==> src/rtl/exp_pkg.sv <==
// rtl/exp_pkg.sv - shared widths, constants and FSM encoding for the e^x sequencer
package exp_pkg;

  localparam int INT_W  = 3;
  localparam int FRAC_W = 23;
  localparam int W      = INT_W + FRAC_W;

  localparam logic [W-1:0] ONE = 26'h0800000;

  localparam logic [2:0] IDLE   = 3'd0;
  localparam logic [2:0] LOOKUP = 3'd1;
  localparam logic [2:0] SER_A  = 3'd2;
  localparam logic [2:0] SER_B  = 3'd3;
  localparam logic [2:0] FINAL  = 3'd4;
  localparam logic [2:0] DONE   = 3'd5;

  // 1/k in Q3.23, truncated toward zero; index 0 is never used by the series
  function automatic logic [W-1:0] recip(input logic [2:0] k);
    case (k)
      3'd1:    recip = 26'h0800000;
      3'd2:    recip = 26'h0400000;
      3'd3:    recip = 26'h02AAAAA;
      3'd4:    recip = 26'h0200000;
      3'd5:    recip = 26'h0199999;
      3'd6:    recip = 26'h0155555;
      3'd7:    recip = 26'h0124924;
      default: recip = 26'h0000000;
    endcase
  endfunction

endpackage

==> src/rtl/exp_seq_ctrl_if.sv <==
// rtl/exp_seq_ctrl_if.sv - operand, LUT and result handshake bundle of the e^x sequencer
interface exp_seq_ctrl_if import exp_pkg::*; #(
  parameter int NUM_OF_INT  = INT_W,
  parameter int NUM_OF_FRAC = FRAC_W
);
  logic                   IN_valid;
  logic                   IN_ready;
  logic [NUM_OF_INT-1:0]  IN_int;
  logic [NUM_OF_FRAC-1:0] IN_frac;
  logic [NUM_OF_INT-1:0]  LUT_IN_int;
  logic [NUM_OF_FRAC-1:0] LUT_IN_frac;
  logic [NUM_OF_INT-1:0]  LUT_OUT_int;
  logic [NUM_OF_FRAC-1:0] LUT_OUT_frac;
  logic [NUM_OF_INT-1:0]  LUT_a_int;
  logic [NUM_OF_FRAC-1:0] LUT_a_frac;
  logic                   OUT_valid;
  logic                   OUT_ready;
  logic [NUM_OF_INT-1:0]  OUT_int;
  logic [NUM_OF_FRAC-1:0] OUT_frac;
  logic                   OUT_ovf;

  // master is the surrounding system (producer, LUT, consumer); slave is the sequencer
  modport master (
    output IN_valid, IN_int, IN_frac, LUT_OUT_int, LUT_OUT_frac, LUT_a_int, LUT_a_frac, OUT_ready,
    input  IN_ready, LUT_IN_int, LUT_IN_frac, OUT_valid, OUT_int, OUT_frac, OUT_ovf
  );

  modport slave (
    input  IN_valid, IN_int, IN_frac, LUT_OUT_int, LUT_OUT_frac, LUT_a_int, LUT_a_frac, OUT_ready,
    output IN_ready, LUT_IN_int, LUT_IN_frac, OUT_valid, OUT_int, OUT_frac, OUT_ovf
  );
endinterface

==> src/rtl/exp_mul_q3_23.sv <==
// rtl/exp_mul_q3_23.sv - unsigned fixed-point multiply with truncation and saturation
module exp_mul_q3_23 import exp_pkg::*; #(
  parameter  int NUM_OF_INT  = INT_W,
  parameter  int NUM_OF_FRAC = FRAC_W,
  localparam int MW          = NUM_OF_INT + NUM_OF_FRAC
) (
  input  logic [MW-1:0] a,
  input  logic [MW-1:0] b,
  output logic [MW-1:0] p
);

  logic [2*MW-1:0] prod;
  logic [2*MW-1:0] shifted;

  assign prod    = {{MW{1'b0}}, a} * {{MW{1'b0}}, b};
  assign shifted = prod >> NUM_OF_FRAC;

  // anything left above the integer field means the result does not fit
  assign p = (|shifted[2*MW-1:MW]) ? {MW{1'b1}} : shifted[MW-1:0];

endmodule

==> src/rtl/exp_seq_ctrl.sv <==
// rtl/exp_seq_ctrl.sv - multi-cycle e^x sequencer: coarse LUT times Horner Taylor series
module exp_seq_ctrl import exp_pkg::*; #(
  parameter int NUM_OF_INT  = INT_W,
  parameter int NUM_OF_FRAC = FRAC_W,
  parameter int N_TERMS     = 4
) (
  input logic          CLK,
  input logic          RST_N,
  exp_seq_ctrl_if.slave bus
);

  localparam int            XW    = NUM_OF_INT + NUM_OF_FRAC;
  localparam logic [XW-1:0] ONE_Q = XW'(1) << NUM_OF_FRAC;

  logic [2:0]    state;
  logic [XW-1:0] x_reg;
  logic [XW-1:0] ea_reg;
  logic [XW-1:0] d_reg;
  logic [XW-1:0] acc;
  logic [XW-1:0] t_reg;
  logic [2:0]    k;
  logic          ovf_reg;
  logic [XW-1:0] out_reg;
  logic          out_valid;
  logic          out_ovf;

  logic [XW-1:0] mul_a;
  logic [XW-1:0] mul_b;
  logic [XW-1:0] mul_p;

  assign bus.IN_ready    = (state == IDLE);
  assign bus.LUT_IN_int  = x_reg[XW-1:NUM_OF_FRAC];
  assign bus.LUT_IN_frac = x_reg[NUM_OF_FRAC-1:0];
  assign bus.OUT_valid   = out_valid;
  assign bus.OUT_int     = out_reg[XW-1:NUM_OF_FRAC];
  assign bus.OUT_frac    = out_reg[NUM_OF_FRAC-1:0];
  assign bus.OUT_ovf     = out_ovf;

  // one multiplier shared by the series steps and the final e^a * e^d product
  always_comb begin
    mul_a = acc;
    mul_b = XW'(recip(k));
    case (state)
      SER_B: begin
        mul_a = t_reg;
        mul_b = d_reg;
      end
      FINAL: begin
        mul_a = ea_reg;
        mul_b = acc;
      end
      default: ;
    endcase
  end

  exp_mul_q3_23 #(
    .NUM_OF_INT  (NUM_OF_INT),
    .NUM_OF_FRAC (NUM_OF_FRAC)
  ) u_mul (
    .a (mul_a),
    .b (mul_b),
    .p (mul_p)
  );

  always_ff @(posedge CLK or negedge RST_N) begin
    if (!RST_N) begin
      state     <= IDLE;
      x_reg     <= '0;
      ea_reg    <= '0;
      d_reg     <= '0;
      acc       <= '0;
      t_reg     <= '0;
      k         <= '0;
      ovf_reg   <= 1'b0;
      out_reg   <= '0;
      out_valid <= 1'b0;
      out_ovf   <= 1'b0;
    end else begin
      case (state)
        IDLE: begin
          if (bus.IN_valid) begin
            x_reg <= {bus.IN_int, bus.IN_frac};
            state <= LOOKUP;
          end
        end
        LOOKUP: begin
          ea_reg  <= {bus.LUT_OUT_int, bus.LUT_OUT_frac};
          d_reg   <= x_reg - {bus.LUT_a_int, bus.LUT_a_frac};
          acc     <= ONE_Q;
          k       <= 3'(N_TERMS);
          ovf_reg <= (x_reg[XW-1:NUM_OF_FRAC] != '0);
          state   <= SER_A;
        end
        SER_A: begin
          t_reg <= mul_p;
          state <= SER_B;
        end
        SER_B: begin
          acc <= ONE_Q + mul_p;
          if (k == 3'd1) begin
            state <= FINAL;
          end else begin
            k     <= k - 3'd1;
            state <= SER_A;
          end
        end
        FINAL: begin
          // an out-of-range operand still walks the series so latency stays fixed
          out_reg   <= ovf_reg ? {XW{1'b1}} : mul_p;
          out_ovf   <= ovf_reg;
          out_valid <= 1'b1;
          state     <= DONE;
        end
        DONE: begin
          if (bus.OUT_ready) begin
            out_valid <= 1'b0;
            state     <= IDLE;
          end
        end
        default: state <= IDLE;
      endcase
    end
  end

endmodule

==> src/flat_wrapper.sv <==
// flat-port wrapper written by rule: the top's interface ports become plain ports
module exp_seq_ctrl_flat import exp_pkg::*;
#(
  parameter int NUM_OF_INT  = INT_W,
  parameter int NUM_OF_FRAC = FRAC_W,
  parameter int N_TERMS     = 4
)
  (CLK, RST_N, bus_IN_valid, bus_IN_int, bus_IN_frac, bus_LUT_OUT_int, bus_LUT_OUT_frac, bus_LUT_a_int, bus_LUT_a_frac, bus_OUT_ready, bus_IN_ready, bus_LUT_IN_int, bus_LUT_IN_frac, bus_OUT_valid, bus_OUT_int, bus_OUT_frac, bus_OUT_ovf);
  exp_seq_ctrl_if #(.NUM_OF_INT(NUM_OF_INT), .NUM_OF_FRAC(NUM_OF_FRAC)) bus_i ();
  input logic CLK;
  input logic RST_N;
  input wire logic [$bits(bus_i.IN_valid)-1:0] bus_IN_valid;
  input wire logic [$bits(bus_i.IN_int)-1:0] bus_IN_int;
  input wire logic [$bits(bus_i.IN_frac)-1:0] bus_IN_frac;
  input wire logic [$bits(bus_i.LUT_OUT_int)-1:0] bus_LUT_OUT_int;
  input wire logic [$bits(bus_i.LUT_OUT_frac)-1:0] bus_LUT_OUT_frac;
  input wire logic [$bits(bus_i.LUT_a_int)-1:0] bus_LUT_a_int;
  input wire logic [$bits(bus_i.LUT_a_frac)-1:0] bus_LUT_a_frac;
  input wire logic [$bits(bus_i.OUT_ready)-1:0] bus_OUT_ready;
  output wire logic [$bits(bus_i.IN_ready)-1:0] bus_IN_ready;
  output wire logic [$bits(bus_i.LUT_IN_int)-1:0] bus_LUT_IN_int;
  output wire logic [$bits(bus_i.LUT_IN_frac)-1:0] bus_LUT_IN_frac;
  output wire logic [$bits(bus_i.OUT_valid)-1:0] bus_OUT_valid;
  output wire logic [$bits(bus_i.OUT_int)-1:0] bus_OUT_int;
  output wire logic [$bits(bus_i.OUT_frac)-1:0] bus_OUT_frac;
  output wire logic [$bits(bus_i.OUT_ovf)-1:0] bus_OUT_ovf;
  assign bus_i.IN_valid = bus_IN_valid;
  assign bus_i.IN_int = bus_IN_int;
  assign bus_i.IN_frac = bus_IN_frac;
  assign bus_i.LUT_OUT_int = bus_LUT_OUT_int;
  assign bus_i.LUT_OUT_frac = bus_LUT_OUT_frac;
  assign bus_i.LUT_a_int = bus_LUT_a_int;
  assign bus_i.LUT_a_frac = bus_LUT_a_frac;
  assign bus_i.OUT_ready = bus_OUT_ready;
  assign bus_IN_ready = bus_i.IN_ready;
  assign bus_LUT_IN_int = bus_i.LUT_IN_int;
  assign bus_LUT_IN_frac = bus_i.LUT_IN_frac;
  assign bus_OUT_valid = bus_i.OUT_valid;
  assign bus_OUT_int = bus_i.OUT_int;
  assign bus_OUT_frac = bus_i.OUT_frac;
  assign bus_OUT_ovf = bus_i.OUT_ovf;
  exp_seq_ctrl #(.NUM_OF_INT(NUM_OF_INT), .NUM_OF_FRAC(NUM_OF_FRAC), .N_TERMS(N_TERMS)) u_core (.CLK(CLK), .RST_N(RST_N), .bus(bus_i));
endmodule
==> config.mk <==
export PLATFORM = sky130hd
export DESIGN_NAME = exp_seq_ctrl_flat
export DESIGN_NICKNAME = d
export VERILOG_FILES = /design/src/rtl/exp_pkg.sv /design/src/rtl/exp_seq_ctrl_if.sv /design/src/rtl/exp_mul_q3_23.sv /design/src/rtl/exp_seq_ctrl.sv /design/src/flat_wrapper.sv
export SDC_FILE = /design/constraint.sdc
export NUM_CORES = 2
export LEC_CHECK = 0
export CAP_MARGIN = 20
export CORE_ASPECT_RATIO = 0.5
export CORE_MARGIN = 5
export CORE_UTILIZATION = 35
export DETAILED_ROUTE_END_ITERATION = 12
export PLACE_DENSITY = 0.53
export SLEW_MARGIN = 20
export SYNTH_ARGS = -nofsm -noshare
export SYNTH_HDL_FRONTEND = slang
export SYNTH_HIERARCHICAL = 1
export SYNTH_SLANG_ARGS = --single-unit
==> constraint.sdc <==
create_clock -name CLK -period 18.9 [get_ports CLK]
set_input_delay 1.89 -clock CLK [delete_from_list [all_inputs] [get_ports CLK]]
set_output_delay 1.89 -clock CLK [all_outputs]
set_load 0.02 [all_outputs]
* Word-level counts from Yosys, hierarchy flattened *
Index checks and enable logic that the tools add are counted.

word-level totals
  flip-flop bits (word level) = 165
  input port bits = 82
  output and inout port bits = 55
  logic and storage cells = 53

operators by class
  add/subtract/negate cells = 3
  $mul = 1
  equal/unequal tests = 15
  muxes and demuxes = 14
  reductions and logical operators = 9

operators with widths
  cell                                                                 number
  24-bit one-hot mux with 7 select lines                               1
  26-bit one-hot mux with 2 select lines                               3
  26-bit by 26-bit multiplier with 52-bit output                       1
  26-bit 2-to-1 mux                                                    2
  24-bit by 26-bit adder with 26-bit output (first input constant)     1
  26-bit subtractor                                                    1
  3-bit == test (second input constant)                                6
  3-bit one-hot mux with 6 select lines                                1
  3-bit by 2-bit == test with 1-bit output (second input constant)     4
  3-bit 2-to-1 mux                                                     4
  2-bit AND reduction                                                  4
  3-bit by 1-bit == test with 1-bit output (second input constant)     2
  2-bit inequality test (second input constant)                        3
  3-bit one-hot mux with 2 select lines                                1
  2-bit nonzero test                                                   2
  3-bit logical NOT                                                    1
  3-bit nonzero test                                                   1
  3-bit OR reduction                                                   1
  3-bit by 1-bit subtractor with 3-bit output (second input constant)  1
  1-bit one-hot mux with 2 select lines                                1
  1-bit 2-to-1 mux                                                     1

* Longest topological paths before layout *
  word-level depth = 8
  gate-level depth with buffers = 40
  mapped depth without buffers = 34

* Cells and area by module *
Netlist, hierarchy kept.

modules (own cells, without submodules)
  module         times used  cells an instance  area each (µm²)  sequential area each (µm²)
  exp_mul_q3_23  1           2489               21886.0          0.0
  exp_seq_ctrl   1           974                8803.4           4129.0

* Worst setup path after synthesis *
No wires, ideal clock.

  kind = register to register
  start point = register u_core.state[0]
  end point = register u_core.acc[25]
  setup time = 0.121 ns
  arrival time = 8.545 ns
  required time = 18.779 ns
  path slack = 10.234 ns
  stages on the path, launching flop included = 38
  clock period less this slack = 8.666 ns
  path through = dfrtp_1 > buf_2 > nor2_1 > and2_1 > buf_2 > or2_2 > a21oi_1 > a221o_1 > clkbuf_1 > clkbuf_1 > nand2_1 > fa_1 > inv_1 > fa_1 > inv_1 > fa_1 > fa_1 > inv_1 > [... 2 more ...] > inv_1 > fa_1 > inv_1 > ha_1 > buf_2 > nand2_2 > or3_4 > or4b_4 > o221a_4 > a21oi_4 > a21oi_2 > xnor2_2 > o211ai_2 > buf_6 > nand2b_1 > ha_1 > xor2_1 > a22o_1

on the way
  cells in the longest elaborated chain, start to end = 7
  elaborated cells between the ends (all ways) = 11
  those cells by class = add/sub (1); mul (1); eq/ne (3); mux (4); reduce/logical (2)

ends and longest elaborated chain
  item                                                                              line                 source
  start, declared                                                                   exp_seq_ctrl.sv:15   logic [2:0] state;
  start signal, assigned                                                            exp_seq_ctrl.sv:67   state <= IDLE;
  start signal, assigned                                                            exp_seq_ctrl.sv:83   state <= LOOKUP;
  start signal, assigned                                                            exp_seq_ctrl.sv:92   state <= SER_A;
  3-bit == test / 3-bit by 2-bit == test with 1-bit output (equally long branches)  exp_seq_ctrl.sv:43   case (state)
  26-bit one-hot mux with 2 select lines *                                          exp_seq_ctrl.sv:43
  via u_core.mul_b[7]                                                               exp_seq_ctrl.sv:28   logic [XW-1:0] mul_b;
  26-bit by 26-bit multiplier with 52-bit output *                                  exp_mul_q3_23.sv:15  assign prod = {{MW{1'b0}}, a} * {{MW{1'b0}}, b};
  3-bit OR reduction                                                                exp_mul_q3_23.sv:19  assign p = (|shifted[2*MW-1:MW]) ? {MW{1'b1}} : shifted[MW-1:0];
  26-bit 2-to-1 mux *                                                               exp_mul_q3_23.sv:19
  via u_core.mul_p[23]                                                              exp_seq_ctrl.sv:29   logic [XW-1:0] mul_p;
  24-bit by 26-bit adder with 26-bit output *                                       exp_seq_ctrl.sv:99   acc <= ONE_Q + mul_p;
  26-bit one-hot mux with 2 select lines *                                          exp_seq_ctrl.sv:79   case (state)
  end signal, assigned                                                              exp_seq_ctrl.sv:99
  end, declared                                                                     exp_seq_ctrl.sv:19   logic [XW-1:0] acc;

Mark *: on every way through the listed nets, which the timed path passes. The rest lies on a longest branch.
A chain may end at the register's enable or synchronous reset.

* Worst setup path after layout *
  start point = register u_core.state[1]
  end point = register u_core.acc[25]

Same word-level chain as after synthesis.

==> impl_metrics.ini <==
[yosys]
ys_ff_latch = 165
postSynthAreaPerCell_um2 = 8.86
ys.flop_type = dfrtp_1
yosysTopAreaCell = fa_1
netlist_instances = 3463
syn_nets = 4338
yosysUniqueCellTypes = 71
synth-seq-area-share_pct = 13.5
netlist.area_leader.share_pct = 37.4
synth_area_leaders = fa_1 37%, dfrtp_1 13%, ha_1 8.9%
async_flop_share_pct = 100
synth-edff-count = 0
syn_area_mm2 = 0.0307
yosysWarnings = 6

[global_route]
grt_pass1_wl_um = 144000
grt_pass1_vias = 25320
grt.total_usage_pct = 19.3
grt-ovfl-total = 0
grt_max_degree = 90
grt_antenna_before_repair = 1

[cts]
numCtsBuffers = 17
path_clk_slew_ns = 0.07
cts_sinks = 165
clockRootBuffer = clkbuf_16
cts_tree = built
cts_setup_buffers = 0
cts_resized = 0
htree_levels = 4
cts.path.max_buffers = 2
clk_latency_ns = 0.45
cts_hold_buf = 0

[sta]
min_period_over_period_pct = 56.1
setup_violations = 0
tns_ns = 0
clock_skew_ns = 0.00872
finalHoldViolCount = 0
slew_violations = 0
timing.final.crit_period_ns = 10.60
worst_pin_slew_ns = 0.908
fmax_ghz = 0.0943
rsz0062_at_grt = false
slew_headroom_pct = 39.3

[route]
via_per_inst = 5.03
drt-initial-drc-count = 1687
first_pass_iters = 5
wl_per_cell_um = 18.9
dr_total_vias = 23518
route.antenna.remaining_nets = 0
drc = 0
routed_wl_um = 88400

[hold_path]
whs_path_depth = 2
hold_end = u_core/ea_reg[7]
min_from = u_core/ea_reg[7]
hp-class = flip-flop to flip-flop

[placement]
io_buffers = 136
gp_congestion = 0.911
hpwl_um = 68100

[die]
dieArea_mm2 = 0.0941
io_pins = 137
start_util_pct = 35.5
die_h_um = 219
num_rows = 76
dieWidth_um = 429
core_area_mm2 = 0.0865

[critical_path]
timing.critical_path.mode_cell = fa_1
ff2ff_path_depth = 35
slowest_stage = o211ai_2
required_ns = 19.24
critPathMaxStageDelay_ns = 0.71
worstSetupPathType = flip-flop to flip-flop
r2r_start = u_core/state[1]
reg2reg_slack_ns = 8.30
crit_arrival_ns = 10.94
critPathCaptureType = flip-flop
critPathMaxFanout = 71
crit_path_start = u_core/state[1]
cp-start-kind = flip-flop
rr_endpoint = u_core/acc[25]

[outcome]
outcome = complete, no violations

[job]
drv_cap = 0

[layout]
final_nets = 4371
drive_gt1_share_pct = 5.02
area_delta_synth_final_pct = 10.3
-- logic make-up after synthesis --
family	share of synthesized area, %
XOR/XNOR	1.31
flip-flops	13.5
buffers and inverters	10.5
adder cells (fa/ha/maj)	46.4
AO/OA/AOI/OAI	7.92
AND/OR/NAND/NOR	18.5
multiplexers	1.98
-- worst max-delay path by stage --
stage	end	slack [ns]
global route	u_core/acc[25]	7.77
floorplan	u_core/acc[25]	10.23
global placement	u_core/acc[25]	8.48
detailed placement	u_core/acc[25]	8.33
finish	u_core/acc[25]	8.30
CTS	u_core/acc[25]	8.33
-- worst max-delay path, delay by kind of cell (launching register included) --
family	cells	cell delay, ns
buffers and inverters	9	1.53
AND/OR/NAND/NOR	8	1.83
XOR/XNOR	1	0.06
AO/OA/AOI/OAI	8	2.51
flip-flops	1	0.36
adder cells (fa/ha/maj)	9	4.14
-- metrics by stage --
stage | instance area [um2] | hold slack, ns | instances | util [%] | setup WS (ns)
2_1_floorplan | 30700 | 0.446 | 3463 | - | 10.23
3_3_place_gp | 33300 | 0.476 | 4646 | 38.4 | 8.48
3_5_place_dp | 33300 | 0.473 | 4646 | 38.4 | 8.33
4_1_cts | 33800 | 0.494 | 4678 | 39.1 | 8.33
5_1_grt | 33800 | 0.516 | 4679 | 39.1 | 7.77
6_report | 33800 | 0.492 | 4680 | 39.1 | 8.30
-- routing by layer --
layer | track usage [%] | vias to the layer above | wire [um]
li1 | - | 10616 | -
met1 | 26.6 | 12154 | 39900
met2 | 33.1 | 669 | 42300
met3 | 2.22 | 79 | 4710
met4 | 3.66 | 0 | 1530
met5 | 0 | - | 0
-- placed cells by master (no fill, tap or decap), drive strengths merged, types with 12 or more instances in the layout --
cell	instances
a21o	30
a21oi	108
a221o	21
a22oi	29
a31oi	12
and2	337
buf	61
clkbuf	22
clkdlybuf4s50	135
dfrtp	165
fa	574
ha	219
inv	663
mux2	53
nand2	624
nand2b	30
nand3	39
nand4	22
nor2	103
nor3	17
o21a	14
o21ai	66
o21bai	12
xnor2	27
xor2	18
-- synthesized netlist by cell type, types with 8 or more instances --
library cell and instances:
buf_1 10, o211ai_1 8, xnor2_1 26, fa_1 574, nand4_1 22, nand3_1 39
o21ai_1 9, a22oi_1 29, o21a_1 14, inv_1 661, a21oi_1 102, mux2_2 53
nor2_1 102, nor3_1 17, nand2b_1 30, xor2_1 18, o21bai_1 12, nand2_1 623
and3_1 8, clkbuf_1 148, o21ai_0 57, a221o_1 21, a21o_1 30, a31oi_1 12
dfrtp_1 165, and2_1 337, ha_1 219, buf_2 19
-- layout make-up --
type | count | area [um2]
fillers | 8834 | 52700
multi-input cells | 2454 | 23400
flip-flops and latches | 165 | 4130
inverters | 662 | 2480
repair buffers | 196 | 1820
well taps | 1170 | 1460
clock buffers | 22 | 464
clock inverters | 10 | 98.8
diodes | 1 | 2.50
Power is left out: the tool's default activity adds up to more than one toggle a clock period on the data nets, which glitch-free logic cannot reach.
